$ cat src/rtl/alu_arbiter.sv
// Round-robin sequencer sharing one combinational ALU between requesters A and B.
// Adds a DIVF macro op executed as invf(y) followed by mulf(x, 1/y).
module alu_arbiter #(
  parameter int unsigned        WIDTH  = 16,
  parameter int unsigned        OPW    = 5,
  parameter logic [OPW-1:0]     OPDIVF = 5'h10,
  parameter logic [OPW-1:0]     OPINVF = 5'h01,
  parameter logic [OPW-1:0]     OPMULF = 5'h03
) (
  input  logic             clk,
  input  logic             reset,
  input  logic             req_a,
  input  logic [OPW-1:0]   op_a,
  input  logic [WIDTH-1:0] in1_a,
  input  logic [WIDTH-1:0] in2_a,
  input  logic             req_b,
  input  logic [OPW-1:0]   op_b,
  input  logic [WIDTH-1:0] in1_b,
  input  logic [WIDTH-1:0] in2_b,
  output logic             gnt_a,
  output logic             gnt_b,
  output logic             done_a,
  output logic             done_b,
  output logic [WIDTH-1:0] result,
  output logic [OPW-1:0]   alu_op,
  output logic [WIDTH-1:0] alu_in1,
  output logic [WIDTH-1:0] alu_in2,
  input  logic [WIDTH-1:0] alu_result
);

  localparam logic [1:0] StIdle = 2'd0;
  localparam logic [1:0] StExec = 2'd1;
  localparam logic [1:0] StDiv2 = 2'd2;
  localparam logic [1:0] StResp = 2'd3;

  // owner/prio encoding: 0 = A, 1 = B
  logic [1:0]       state_q, state_d;
  logic             prio_q, prio_d;
  logic             owner_q, owner_d;
  logic [OPW-1:0]   op_q, op_d;
  logic [WIDTH-1:0] x_q, x_d;
  logic [WIDTH-1:0] y_q, y_d;
  logic [WIDTH-1:0] tmp_q, tmp_d;
  logic [WIDTH-1:0] result_q, result_d;
  logic             gnt_a_q, gnt_a_d;
  logic             gnt_b_q, gnt_b_d;
  logic             sel_b;
  logic             is_divf;

  assign is_divf = (op_q == OPDIVF);

  // On a tie the side that was not served last wins.
  assign sel_b = req_b & (~req_a | ~prio_q);

  always_comb begin
    state_d  = state_q;
    prio_d   = prio_q;
    owner_d  = owner_q;
    op_d     = op_q;
    x_d      = x_q;
    y_d      = y_q;
    tmp_d    = tmp_q;
    result_d = result_q;
    gnt_a_d  = 1'b0;
    gnt_b_d  = 1'b0;
    case (state_q)
      StIdle: begin
        if (req_a || req_b) begin
          owner_d = sel_b;
          op_d    = sel_b ? op_b  : op_a;
          x_d     = sel_b ? in1_b : in1_a;
          y_d     = sel_b ? in2_b : in2_a;
          gnt_a_d = ~sel_b;
          gnt_b_d = sel_b;
          state_d = StExec;
        end
      end
      StExec: begin
        tmp_d = alu_result;
        if (is_divf) begin
          state_d = StDiv2;
        end else begin
          result_d = alu_result;
          state_d  = StResp;
        end
      end
      StDiv2: begin
        result_d = alu_result;
        state_d  = StResp;
      end
      StResp: begin
        prio_d  = owner_q;
        state_d = StIdle;
      end
      default: state_d = StIdle;
    endcase
  end

  always_ff @(posedge clk or posedge reset) begin
    if (reset) begin
      state_q  <= StIdle;
      prio_q   <= 1'b1;
      owner_q  <= 1'b0;
      op_q     <= '0;
      x_q      <= '0;
      y_q      <= '0;
      tmp_q    <= '0;
      result_q <= '0;
      gnt_a_q  <= 1'b0;
      gnt_b_q  <= 1'b0;
    end else begin
      state_q  <= state_d;
      prio_q   <= prio_d;
      owner_q  <= owner_d;
      op_q     <= op_d;
      x_q      <= x_d;
      y_q      <= y_d;
      tmp_q    <= tmp_d;
      result_q <= result_d;
      gnt_a_q  <= gnt_a_d;
      gnt_b_q  <= gnt_b_d;
    end
  end

  // ALU bus is decoded purely from registered state.
  always_comb begin
    alu_op  = '0;
    alu_in1 = '0;
    alu_in2 = '0;
    case (state_q)
      StExec: begin
        alu_op  = is_divf ? OPINVF : op_q;
        alu_in1 = is_divf ? y_q : x_q;
        alu_in2 = y_q;
      end
      StDiv2: begin
        alu_op  = OPMULF;
        alu_in1 = x_q;
        alu_in2 = tmp_q;
      end
      default: ;
    endcase
  end

  assign gnt_a  = gnt_a_q;
  assign gnt_b  = gnt_b_q;
  assign done_a = (state_q == StResp) & ~owner_q;
  assign done_b = (state_q == StResp) & owner_q;
  assign result = result_q;

endmodule

$ cat config.mk
export PLATFORM = sky130hd
export DESIGN_NAME = alu_arbiter
export DESIGN_NICKNAME = d
export VERILOG_FILES = /design/src/rtl/alu_arbiter.sv
export SDC_FILE = /design/constraint.sdc
export NUM_CORES = 1
export LEC_CHECK = 0
export CAP_MARGIN = 10
export CORE_MARGIN = 4
export CORE_UTILIZATION = 49
export CTS_BUF_LIST = sky130_fd_sc_hd__clkbuf_4
export DETAILED_ROUTE_END_ITERATION = 10
export GPL_ROUTABILITY_DRIVEN = 0
export PLACE_DENSITY = 0.84
export SYNTH_ARGS = -nofsm -noshare
export SYNTH_HDL_FRONTEND = slang
export SYNTH_SLANG_ARGS = --single-unit
export TNS_END_PERCENT = 20
$ cat constraint.sdc
create_clock -name clk -period 5.17 [get_ports clk]
set_input_delay 0.517 -clock clk [delete_from_list [all_inputs] [get_ports clk]]
set_output_delay 0.517 -clock clk [all_outputs]
set_load 0.01 [all_outputs]
==> results_dict.tcl <==
set metrics [dict create \
    status "completed" \
    seq_area_frac_synth_pct 48.2 \
    relSlewSlack_pct 25.8 \
    grt-busiest-layer "met2" \
    p_int_mw 2.04 \
    cp-end-kind "output port" \
    powerDensity_nw_per_um2 606 \
    drc 0 \
    crit_chain "inv_1 -> ha_1 -> and2_1 -> nand2_1 -> o211ai_1 -> clkdlybuf4s50_1" \
    critPathKind "reg2out" \
    dieWidth_um 97.2 \
    dieArea_um2 9440 \
    switchingPower_mw 1.35 \
    use_met2_pct 42.5 \
    layout_commonest_cell "clkdlybuf4s50_1" \
    ys_warn_count 0 \
    setup_tns_ns 0 \
    cts_hold_buffers 0 \
    syn_to_final_growth_pct 43.5 \
    num_vias 3571 \
    cts_buffer_depth 2 \
    critPathMaxStageDelay_ns 0.85 \
    worst_pin_slew_ns 1.11 \
    crit_path_start_kind "flip-flop" \
    ir_worst_vdd_v 0.000448 \
    dr.pass1.iters 5 \
    synth_nets 461 \
    leakage_nw 2.32 \
    grt_use_total_pct 25.2 \
    muxShareOfSynthArea_pct 13.8 \
    coreArea_um2 7730 \
    clkPwrFrac_pct 11.0 \
    synth_xor_area_share_pct 0 \
    cts_made_buffers 9 \
    place_ws_ns 1.69 \
    syn_inst 363 \
    use_met3_pct 7.32 \
    drive_above_1_share_pct 12.2 \
    ys.flop_type "dfrtp_1" \
    initial_core_util_pct 50.4 \
    grt_setup_unrepaired "false" \
    hpwl_um 8370 \
    synth.distinct_cells 34 \
    maxSlewViolCount 0 \
    h-tree-depth 3 \
    use_met1_pct 31.0 \
    layoutNonFillerInstCount 603 \
    antenna_found_initial 0 \
    synth-edff-count 0 \
    power_frac_seq_pct 34.1 \
    async_reset_ff_share_pct 100 \
    rows 32 \
    post_drt_wl_per_cell_um 19.6 \
    fin_nets 594 \
    synthSimpleGateAreaFrac_pct 16.4 \
    synth_top_area_cell "dfrtp_1" \
    cts_tree "built" \
    grt_overflow_total 0 \
    grt_pass1_vias 3608 \
    yosys-top-cells-area "dfrtp_1, mux2_2, a221o_1" \
    port_buffers 150 \
    whs_ns 0.351 \
    required_ns 4.65 \
    worst_slack_ns 1.17 \
    clkSlewWorstSetupHoldPaths_ns 0.13 \
    hold_viol 0 \
    synth_compound_area_share_pct 16.5 \
    final-setup-viol-count 0 \
    final_cell_area_um2 5590 \
    reg2reg_slack_ns 2.38 \
    fin_skew_ns 0.0128 \
    layout_common_cells "clkdlybuf4s50_1, dfrtp_1, nand2_1, and3_1, a221o_1" \
    crit_slowest_cell "and2_1" \
    cap_viol_max_count 0 \
    grt_pass1_wl_um 19000 \
    combPwrFrac_pct 54.9 \
    switching_share_pct 39.8 \
    cp_data_arrival_time_ns 3.48 \
    n_antenna_cell 0 \
    synth_top_area_share_pct 47.5 \
    viasPerCell 5.92 \
    syn_area_per_cell_um2 10.7 \
    ios 151 \
    syn_area_um2 3890 \
    grt_max_degree 56 \
    cp_max_fo 29 \
    clk_latency_ns 0.43 \
    hold_path.class "in2async" \
    clock-sinks 75 \
    fin_crit_sh_pct 77.3 \
    synth_top_family_by_area "compound AO/OA/AOI/OAI gates" \
    chipHeight_um 97.2 \
    max_freq_mhz 250 \
    finalCriticalPeriod_ns 4.00 \
    postRouteAntennaNets 0 \
    drt_iter0_drc 212 \
    cts_resized 0 \
    clockRootBuffer "clkbuf_4" \
    wl_um 11800 \
    fillers 513 \
    dp.cells 587 \
    ys_ff_latch 75 \
    placed_cell_area_um2 5450 \
    synthAdderAreaFrac_pct 1.28 \
    post-cts-setup-buffers 0 \
]
critical path: cells and delay by family (launching register included):
| kind | cells | cell delay [ns] |
|---|---|---|
| compound gates | 1 | 0.24 |
| simple gates | 2 | 0.99 |
| flops | 1 | 0.41 |
| fa+ha+maj | 1 | 0.74 |
| buf+inv | 2 | 0.67 |
power by group through the flow:
| stage | clock network [mW] | logic, mW | registers (mW) |
|---|---|---|---|
| global placement | 0 | 1.81 | 1.14 |
| global route | 0.403 | 2.01 | 1.19 |
| detailed placement | 0 | 1.85 | 1.17 |
| floorplan | 0 | 1.13 | 1.09 |
| CTS | 0.373 | 1.87 | 1.15 |
| finish | 0.372 | 1.86 | 1.16 |
worst paths after layout:
kind / start / end / cells after the start
max: state_q[1] / alu_in1[9] / 6
min: reset / result[11] / 2
max reg2reg: state_q[0] / x_q[4] / 5
min reg2reg: tmp_q[2] / tmp_q[2] / 1
max in group asynchronous: reset / state_q[0] / 3
min in group clk: tmp_q[2] / tmp_q[2] / 1
Yosys cell counts (2+ instances only):
library cell  instances
and3_1               27
buf_2                 5
o21ai_0              18
mux2_4               10
a221o_1              24
nand2_1              46
mux2_2               23
o211ai_1             14
clkbuf_1             25
nor2_1                4
and2_1                3
o21a_1                2
a21oi_1               3
mux2i_1              13
a22oi_1              17
ha_1                  4
nor2b_1              18
inv_1                 4
nand3_1               2
dfrtp_1              74
nand4_1              14
per-stage QoR:
stage                     util [%]  power [mW]
after CTS                     72.3        3.39
after floorplan                  -        2.22
final                         72.3        3.39
after global placement        70.5        2.95
after global routing          72.3        3.60
after detailed placement      70.5        3.02
cell families after synthesis:
kind of cell | Yosys count
compound gates | 83
flops | 75
mux | 46
fa+ha+maj | 4
buf+inv | 36
simple gates | 119
sequential cells by signal, indices dropped and copies added, names as in the netlist, 2 cells and up:
register  cells
tmp_q        16
y_q          16
x_q          16
state_q       2
op_q          5
result       16
routing by layer:
metal	part of all wire, %	routed length [um]
met4	2.2	260
met3	9.6	1140
met5	0	0
met1	38	4550
met2	50	5890
area by class of cell:
class,count,area (um^2),area share [%]
clock buffers,10,75.1,1.34
clock inverters,6,65.1,1.16
flip-flops and latches,75,1880,33.6
multi-input cells,252,1900,33.9
repair buffers,154,1530,27.4
well taps,102,128,2.28
inverters,4,16.3,0.291
(Power assumes the default switching activity.)
